[src/rtl/mdio_controller.sv]
// MDIO station-management initiator: MDC = CLK/2, 32-bit frame, no preamble, MSB first.
// Read frames release the bus at turnaround and shift 16 bits in from MDIO_IN.
module mdio_controller #(
  parameter int unsigned FRAME_W = 32,
  parameter int unsigned DATA_W  = 16
) (
  input  logic               CLK,
  input  logic               RESET,
  input  logic               MDIO_START,
  input  logic [FRAME_W-1:0] T_DATA,
  input  logic               MDIO_IN,
  output logic               MDC,
  output logic               MDIO_OE,
  output logic               MDIO_OUT,
  output logic [DATA_W-1:0]  RD_DATA,
  output logic               DATA_RDY,
  output logic               MDIO_DONE,
  output logic               BUSY,
  output logic               ERR
);

  localparam logic [1:0] StartCode = 2'b01;
  localparam logic [1:0] OpWrite   = 2'b01;
  localparam logic [1:0] OpRead    = 2'b10;
  localparam logic [4:0] LastHdr   = 5'd18;
  localparam logic [4:0] LastTa    = 5'd16;

  typedef enum logic [2:0] {
    StIdle,
    StSendHdr,
    StTurn,
    StReadData,
    StSendData,
    StFinish
  } state_e;

  state_e               state_q;
  logic [FRAME_W-1:0]   frame_q;
  logic [DATA_W-2:0]    rx_q;
  logic [4:0]           bit_cnt_q;
  logic                 armed_q;

  logic                 mdc_fall;
  logic                 frame_ok;
  logic                 is_read;
  logic [4:0]           next_bit;

  // The edge on which MDC is currently high is the one that drives it low.
  assign mdc_fall = MDC;
  assign is_read  = (frame_q[29:28] == OpRead);
  assign next_bit = bit_cnt_q - 5'd1;
  assign frame_ok = (T_DATA[31:30] == StartCode) &&
                    ((T_DATA[29:28] == OpWrite) || (T_DATA[29:28] == OpRead));

  always_ff @(posedge CLK or negedge RESET) begin
    if (!RESET) begin
      MDC       <= 1'b0;
      MDIO_OE   <= 1'b0;
      MDIO_OUT  <= 1'b0;
      RD_DATA   <= '0;
      DATA_RDY  <= 1'b0;
      MDIO_DONE <= 1'b0;
      BUSY      <= 1'b0;
      ERR       <= 1'b0;
      state_q   <= StIdle;
      frame_q   <= '0;
      rx_q      <= '0;
      bit_cnt_q <= 5'd31;
      armed_q   <= 1'b0;
    end else begin
      MDC       <= ~MDC;
      ERR       <= 1'b0;
      DATA_RDY  <= 1'b0;
      MDIO_DONE <= 1'b0;

      unique case (state_q)
        StIdle: begin
          bit_cnt_q <= 5'd31;
          if (armed_q) begin
            // Accepted frame waits here until the next MDC falling edge presents bit 31.
            if (mdc_fall) begin
              state_q  <= StSendHdr;
              armed_q  <= 1'b0;
              MDIO_OE  <= 1'b1;
              MDIO_OUT <= frame_q[31];
            end
          end else if (MDIO_START) begin
            if (frame_ok) begin
              frame_q <= T_DATA;
              armed_q <= 1'b1;
              BUSY    <= 1'b1;
            end else begin
              ERR <= 1'b1;
            end
          end
        end

        StSendHdr: begin
          if (mdc_fall) begin
            bit_cnt_q <= next_bit;
            if (bit_cnt_q == LastHdr) begin
              if (is_read) begin
                state_q  <= StTurn;
                MDIO_OE  <= 1'b0;
                MDIO_OUT <= 1'b0;
              end else begin
                state_q  <= StSendData;
                MDIO_OUT <= frame_q[next_bit];
              end
            end else begin
              MDIO_OUT <= frame_q[next_bit];
            end
          end
        end

        StTurn: begin
          if (mdc_fall) begin
            bit_cnt_q <= next_bit;
            if (bit_cnt_q == LastTa) begin
              state_q <= StReadData;
            end
          end
        end

        StReadData: begin
          if (mdc_fall) begin
            rx_q <= {rx_q[DATA_W-3:0], MDIO_IN};
            if (bit_cnt_q == 5'd0) begin
              state_q  <= StFinish;
              RD_DATA  <= {rx_q, MDIO_IN};
              DATA_RDY <= 1'b1;
              BUSY     <= 1'b0;
            end else begin
              bit_cnt_q <= next_bit;
            end
          end
        end

        StSendData: begin
          if (mdc_fall) begin
            if (bit_cnt_q == 5'd0) begin
              state_q   <= StFinish;
              MDIO_OE   <= 1'b0;
              MDIO_OUT  <= 1'b0;
              MDIO_DONE <= 1'b1;
              BUSY      <= 1'b0;
            end else begin
              bit_cnt_q <= next_bit;
              MDIO_OUT  <= frame_q[next_bit];
            end
          end
        end

        StFinish: begin
          // MDIO_START during the completion pulse is dropped; requester retries.
          state_q   <= StIdle;
          bit_cnt_q <= 5'd31;
        end

        default: begin
          state_q <= StIdle;
        end
      endcase
    end
  end

endmodule

[config.mk]
export PLATFORM = sky130hd
export DESIGN_NAME = mdio_controller
export DESIGN_NICKNAME = d
export VERILOG_FILES = /design/src/rtl/mdio_controller.sv
export SDC_FILE = /design/constraint.sdc
export NUM_CORES = 1
export LEC_CHECK = 0
export BUFFER_PORTS_ARGS = -buffer_cell sky130_fd_sc_hd__buf_2
export CELL_PAD_IN_SITES_DETAIL_PLACEMENT = 1
export CELL_PAD_IN_SITES_GLOBAL_PLACEMENT = 1
export CORE_ASPECT_RATIO = 1.5
export CORE_UTILIZATION = 40
export CTS_BUF_LIST = sky130_fd_sc_hd__clkbuf_16
export CTS_CLUSTER_DIAMETER = 200
export DETAILED_ROUTE_END_ITERATION = 12
export PLACE_DENSITY_LB_ADDON = 0.2
export SLEW_MARGIN = 20
export SYNTH_ARGS = -nofsm -noshare
export SYNTH_HDL_FRONTEND = slang
export SYNTH_SLANG_ARGS = --single-unit
[constraint.sdc]
create_clock -name CLK -period 2.7 [get_ports CLK]
set_input_delay 0.54 -clock CLK [delete_from_list [all_inputs] [get_ports CLK]]
set_output_delay 0.54 -clock CLK [all_outputs]
set_load 0.01 [all_outputs]
# After elaboration in Yosys (flattened, before gate mapping)
# Index checks and enable logic that the tools add are counted.
# Widths: inputs -> output; s select.
[op_classes]
reduce_logical = 18
n_lt_le_gt_ge = 1
n_mux = 48
bitwise = 2
addsub = 1
eq_ne = 27
[op_table]
columns = ["cell", "count"]
rows = [
  ["$mux 1", 30],
  ["$mux 3", 9],
  ["$ne 2x2->1 const B", 13],
  ["$reduce_and 8->1", 2],
  ["$mux 5", 3],
  ["$pmux 5 s3", 1],
  ["$pmux 3 s4", 1],
  ["$eq 5x5->1 const B", 2],
  ["$reduce_and 4->1", 2],
  ["$eq 3x2->1 const B", 2],
  ["$eq 3x3->1 const B", 2],
  ["$lt 5x6->1 const B", 1],
  ["$ne 2x1->1 const B", 3],
  ["$pmux 1 s3", 2],
  ["$reduce_and 6->1", 1],
  ["$reduce_bool 3->1", 2],
  ["$reduce_or 2->1", 3],
  ["$bmux 1 s5", 1],
  ["$logic_not 5->1", 1],
  ["$reduce_and 5->1", 1],
  ["$sub 5x1->5 const B", 1],
  ["$eq 2x1->1 const B", 2],
  ["$eq 2x2->1 const B", 2],
  ["$eq 3x1->1 const B", 1],
  ["other kinds (8)", 9],
]
[totals]
output_inout_bits = 23
reg_bits = 79

# Logic depth before layout (Yosys ltp)
# Gate-level depths: netlist of run 1.
[depth]
depth_word = 7
depth_mapped = 10
depth_no_buf = 8

# Worst setup path after synthesis of run 1
# Ideal clock, no wire load.
[synth_timing]
kind = "reg2reg"
from = "reg bit_cnt_q[0]"
to = "reg MDIO_OUT"
required_time_ns = 2.559
period_less_slack_ns = 2.304
t_arrival_ns = 2.164
path_slack_ns = 0.396
setup_time_ns = 0.141
path_stages_with_launch = 10
cell_sequence = "dfstp_2 -> inv_1 -> ha_1 -> buf_2 -> buf_2 -> mux2_2 -> o2111ai_1 -> o22ai_1 -> nor3_1 -> o221ai_1"
[synth_between]
elab_chain_cells = 7
elab_cells_between_ends = 11
classes_between = "add/sub (1); eq/ne (1); mux (8); reduce/logical (1)"
[synth_rtl]
columns = ["item", "line_no", "text"]
rows = [
  ["start: declaration", "40", "logic [4:0] bit_cnt_q;"],
  ["start signal: assignment", "100", "bit_cnt_q <= next_bit;"],
  ["start signal: assignment", "118", "bit_cnt_q <= next_bit;"],
  ["start signal: assignment", "134", "bit_cnt_q <= next_bit;"],
  ["$sub 5x1->5", "51", "assign next_bit = bit_cnt_q - 5'd1;"],
  ["$bmux 1 s5", "108, 111, 149", ""],
  ["$mux 1 (not written as such)", "108, 111, 149", ""],
  ["$mux 1", "102", "if (is_read) begin"],
  ["$mux 1", "101", "if (bit_cnt_q == LastHdr) begin"],
  ["$mux 1", "99", "if (mdc_fall) begin"],
  ["$pmux 1 s3 (*)", "76", "unique case (state_q)"],
  ["end signal: assignment", "85", "MDIO_OUT <= frame_q[31];"],
  ["end signal: assignment", "108", "MDIO_OUT <= frame_q[next_bit];"],
  ["end signal: assignment", "111", "MDIO_OUT <= frame_q[next_bit];"],
  ["end: declaration", "14", "output logic MDIO_OUT,"],
]
# Every way passes the cells marked *; elsewhere a longest branch is shown, timed or not. The select of a mux whose other input is x is not followed.
# A chain may end at the register's enable or synchronous reset.

# Final worst setup path of run 1
# Same ends and word-level chain as after synthesis.

==> metrics.txt, run 1 <==
max cap viols 0; worst-case vdd ir drop 0.000350 V; Hold-fix buffers, CTS 0; cell taking the most area after synthesis dfrtp_1; Cells after Synth 306; Remaining Overflow, GRT 0; slowest stage delay, CP 590 ps; share of layout cells above drive strength 1 40.6%; die area 0.00942 mm^2; top-count cell post-synth dfrtp_1; synth cell count leaders 74 x dfrtp_1, 60 x nand2_1, 56 x mux2_2; number of inserted diodes 0; Max Root-Sink Buffers 2; setup TNS 0 ps; ys flop type dfrtp_1; Num CTS Buffers 9; min-delay worst type in2async; Final Hold Fails 0; leak pwr 2.24 nW; # IOs 59; final core utilization 49.3%; Final min period 2420 ps; post-DP HPWL 5.48 mm; Critical Path Sink Type flip-flop; Avg Inst Size Synth 11.8 um^2; Synth Area in XOR/XNOR 1.42%; adder-cell area share of the yosys netlist 0.693%; crit-path max FO 14; Final period util 89.7%; number of flops mapped to enable cells by yosys 0; H-tree depth 3; CP Launch Type flip-flop; Pins Over Slew Limit 0; Worst-Margin Slew 695 ps; Ys Warns 0; Compound-Gate Fraction of Synth Area 7.07%; Non-Filler Instances 482; Slew headroom 53.7%; IO Port Bufs 58; final setup fails 0; CP Data Required Time 2890 ps; mux contribution to synthesized area 18.9%; total wire length 7.83 mm; Worst-Skew Late Latency 330 ps; GRT Util Overall 18.4%; Pre-antenna DRT Iters 4; initial antenna violation count 0; cell breakdown of the critical path inv_1 -> ha_1 -> buf_12 -> mux2_2 -> o22ai_1 -> nor4b_1 -> nor3_1 -> o221ai_1; crit path kind reg2reg; clock sink total 79; Syn Nets 344; pre-CTS setup slack 316 ps; core area 0.00878 mm^2; cts repair resizes 0; Seq/Total Area, Yosys 54.9%; Rows 42; largest net degree at the start of global routing 54; Syn-to-layout area delta 19.8%; outcome completed; CTS tree done; # Post-CTS Setup Buffers 0; post-DR wirelength/cell 16.2 um; Synth async-reset ratio 100%; post-synth top area share 51.3%; first-pass GRT wire length 13.1 mm; Fmax achieved 413 MHz; total power 2.42 mW; routed vias 2,493; worst setup margin 277 ps; count of state elements after synthesis 79; vias in the first global route 2,639; CP arrival 2620 ps; placed insts 466; Netlist cell types 51; Synth area leaders dfrtp_1 51%, mux2_2 17%, nand2_1 6.2%; initial DRC count 144; final RePlAce weighted congestion 0.801; Initial Util 41.2%; pwr/cell area 559 mW/mm^2; Layout Nets 405; RSZ-0062 raised after global routing false; Die Ht 118 um; cell area after synthesis 0.00361 mm^2; Via density 5.17; simple-gate share of the synthesized area 14.0%; slowest stage cell, crit path dfstp_2; clock transition at the registers of the reported paths 60 ps; remaining antenna violation count 0; Die Wd 79.6 um; largest family of logic cells by synthesized area multiplexers; DR DRC count 0; Clock Skew 4.35 ps; CTS Root Cell clkbuf_16
==> area by class of cell <==
class                   count  area, um^2
inverters                   8        30.0
well taps                 110         138
repair buffers             65         370
multi-input cells         204        1520
flip-flops and latches     79        1980
fillers                   953        4450
clock buffers               9         225
clock inverters             7        63.8
==> placed cells by master, fill, tap and decap left out, drive strengths merged, types with 2 or more instances in the layout <==
master and n:
a31oi 4, nand2b 7, mux2i 4, nand2 61, o31ai 2, inv 8
clkinv 5, nor4 2, mux2 57, o22ai 7, ha 2, nor4b 2
buf 65, nor2 10, nand3 6, a21oi 6, dfstp 5, xnor2 5
o21ai 3, dfrtp 74, clkbuf 9, nor3 4, a22oi 2, nor3b 2
==> through the flow <==
stage / hold WS (ps) / cell area (um^2)
2_1_floorplan: 244 / 3610
3_3_place_gp: 446 / 4040
3_5_place_dp: 459 / 4040
4_1_cts: 276 / 4330
5_1_grt: 301 / 4330
6_report: 257 / 4330
==> worst paths after layout <==
path                            slack [ps]  cells past startpoint    endpoint    startpoint
worst min register to register         470                      2  RD_DATA[4]    RD_DATA[4]
worst max register to register         280                      8    MDIO_OUT  bit_cnt_q[0]
min in group CLK                       420                      3  RD_DATA[0]       MDIO_IN
worst min-delay path                   260                      1     MDIO_OE         RESET
max in group asynchronous             1860                      2  RD_DATA[5]         RESET
worst max-delay path                   280                      8    MDIO_OUT  bit_cnt_q[0]
==> layer usage <==
metal	share of wire, %	up-vias	wire (um)	global-route usage, %
li1	-	1183	-	-
met1	42	1245	3320	23.0
met2	52	49	4060	30.1
met3	3.3	16	255	3.09
met4	2.4	0	189	9.32
met5	0	-	0	0
==> state kept, by name, indices dropped and copies added, names as in the netlist <==
| register | flops |
|---|---|
| bit_cnt_q | 5 |
| MDIO_OE | 1 |
| MDIO_DONE | 1 |
| state_q | 3 |
| rx_q | 15 |
| MDIO_OUT | 1 |
| BUSY | 1 |
| MDC | 1 |
| frame_q | 32 |
| DATA_RDY | 1 |
| RD_DATA | 16 |
| armed_q | 1 |
| ERR | 1 |
==> kinds of logic after synthesis <==
family          Yosys count
flops                    79
xor+xnor                  5
mux                      61
fa+ha+maj                 2
simple gates            103
buf+inv                  23
compound gates           33
==> where the power goes <==
| group | total [mW] | internal [mW] | switching (mW) |
|---|---|---|---|
| clock network | 1.18 | 0.707 | 0.472 |
| registers | 1.19 | 1.19 | 0.000492 |
| logic | 0.0551 | 0.0232 | 0.0319 |
| total | 2.42 | 1.92 | 0.504 |
==> worst max-delay path: cells and delay by family (launching register included) <==
kind	cells	cell delay, ps
AOI/OAI and AO/OA	2	300
adders and majority gates	1	450
buffers and inverters	2	290
DFF	1	590
muxes	1	340
and+or+nand+nor	2	300
No activity file was read; power rests on OpenSTA's default activity.
==> run 2, diff against run 1 <==
--- a/config.mk
+++ b/config.mk
@@ -6,8 +6,6 @@
 export NUM_CORES = 1
 export LEC_CHECK = 0
 export BUFFER_PORTS_ARGS = -buffer_cell sky130_fd_sc_hd__buf_2
-export CELL_PAD_IN_SITES_DETAIL_PLACEMENT = 1
-export CELL_PAD_IN_SITES_GLOBAL_PLACEMENT = 1
 export CORE_ASPECT_RATIO = 1.5
 export CORE_UTILIZATION = 40
 export CTS_BUF_LIST = sky130_fd_sc_hd__clkbuf_16
@@ -18,3 +16,4 @@
 export SYNTH_ARGS = -nofsm -noshare
 export SYNTH_HDL_FRONTEND = slang
 export SYNTH_SLANG_ARGS = --single-unit
+export TNS_END_PERCENT = 10
==> metrics.txt, run 2 (synthesis gave the netlist of run 1 again) <==
outcome completed; Rows 42; Clock Skew 6.09 ps; Hold-fix buffers, CTS 0; Final min period 2350 ps; crit path kind reg2reg; Final period util 87.1%; pwr/cell area 557 mW/mm^2; setup TNS 0 ps; vias in the first global route 2,619; initial DRC count 111; Die Wd 79.6 um; Non-Filler Instances 479; RSZ-0062 raised after global routing false; post-DR wirelength/cell 15.2 um; Critical Path Sink Type flip-flop; first-pass GRT wire length 12.5 mm; crit-path max FO 18; Fillers 818; Via density 5.08; Remaining Overflow, GRT 0; min-delay worst type in2async; CP arrival 2550 ps; max reg flops 32; clock sink total 79; cell breakdown of the critical path inv_1 -> ha_1 -> buf_4 -> mux2_2 -> o22ai_1 -> nor4_1 -> nor3_1 -> o221ai_1; final RePlAce weighted congestion 0.808; total wire length 7.26 mm; H-tree depth 3; cts repair resizes 0; final setup fails 0; worst setup margin 347 ps; CP Launch Type flip-flop; slowest stage delay, CP 590 ps; Max Root-Sink Buffers 2; total stage count of the critical path 8; share of layout cells above drive strength 1 40.1%; Reg with most FFs frame_q; worst-case vdd ir drop 0.000390 V; Top Registers frame_q: 32 flops, RD_DATA: 16 flops, rx_q: 15 flops; Slew headroom 62.7%; slowest stage cell, crit path dfstp_2; Layout Nets 403; met3 usage 4.56%; Num CTS Buffers 9; Die Ht 118 um; worst r2r path cells 8; Final Hold Fails 0; CP delay by family, top flip-flops; # IOs 59; CTS tree done; # Post-CTS Setup Buffers 0; Pre-antenna DRT Iters 4; commonest non-fill, non-tap cell in the layout dfrtp_1; GRT Util Overall 17.5%; Initial Util 41.2%; leak pwr 2.24 nW; Syn-to-layout area delta 19.2%; largest net degree at the start of global routing 80; DR DRC count 0; routed vias 2,433; Pins Over Slew Limit 0; global routing usage on met1 20.2%; number of inserted diodes 0; IO Port Bufs 58; pre-CTS setup slack 383 ps; initial antenna violation count 0; GR Util met2 29.0%; CTS Root Cell clkbuf_16; post-DP HPWL 5.00 mm; CP Data Required Time 2890 ps; clock transition at the registers of the reported paths 60 ps; Worst-Margin Slew 559 ps; Fmax achieved 425 MHz; commonest non-fill, non-tap cells in the layout 74 x dfrtp_1, 60 x nand2_1, 57 x buf_2, 56 x mux2_2; remaining antenna violation count 0; Worst-Skew Late Latency 340 ps; die area 0.00942 mm^2; placed insts 464; hold_ws 202 ps; core area 0.00878 mm^2; Top Usage Layer GRT met2; max cap viols 0; CP bufs+invs 2
-- run 2: changes by cell type in the layout (fill, tap and decap cells not counted) --
cell | before | now
buf_4 | 6 | 4
inv_1 | 7 | 9
clkinv_1 | 2 | 0
clkinv_4 | 1 | 0
-- run 2: stage by stage --
step	area (um^2)	util, %	power [mW]
2_1_floorplan	3610	-	1.21
3_3_place_gp	4020	45.9	1.26
3_5_place_dp	4020	45.9	1.26
4_1_cts	4300	49.0	2.44
5_1_grt	4300	49.0	2.48
6_report	4300	49.0	2.40
-- run 2: path summary, 6_finish.rpt --
check                                   from      endpoint  slack, ps
worst min-delay path                   RESET     MDIO_DONE        200
worst min register to register      rx_q[14]   RD_DATA[15]        470
worst max register to register  bit_cnt_q[0]      MDIO_OUT        350
max in group asynchronous              RESET  bit_cnt_q[1]       2130
worst max-delay path            bit_cnt_q[0]      MDIO_OUT        350
min in group CLK                  T_DATA[29]   frame_q[28]        420
-- run 2: metal layers --
metal | part of all wire (%) | up-vias
met2 | 51 | 44
met1 | 42 | 1190
met5 | 0 | -
met4 | 2.7 | 0
li1 | - | 1183
met3 | 4.2 | 16
-- run 2: cell type report --
cell class,count,area [um^2],share of cell area [%]
Tap cell,110,138,3.20
Multi-Input combinational cell,204,1520,35.3
Inverter,8,30.0,0.698
Timing Repair Buffer,63,355,8.26
Clock inverter,6,55.1,1.28
Clock buffer,9,225,5.23
Sequential cell,79,1980,46.1
-- run 2: where the power goes --
group / switching, mW / total (mW) / internal (mW)
Sequential: 0.000530 / 1.19 / 1.19
Clock: 0.458 / 1.16 / 0.700
Combinational: 0.0315 / 0.0549 / 0.0234
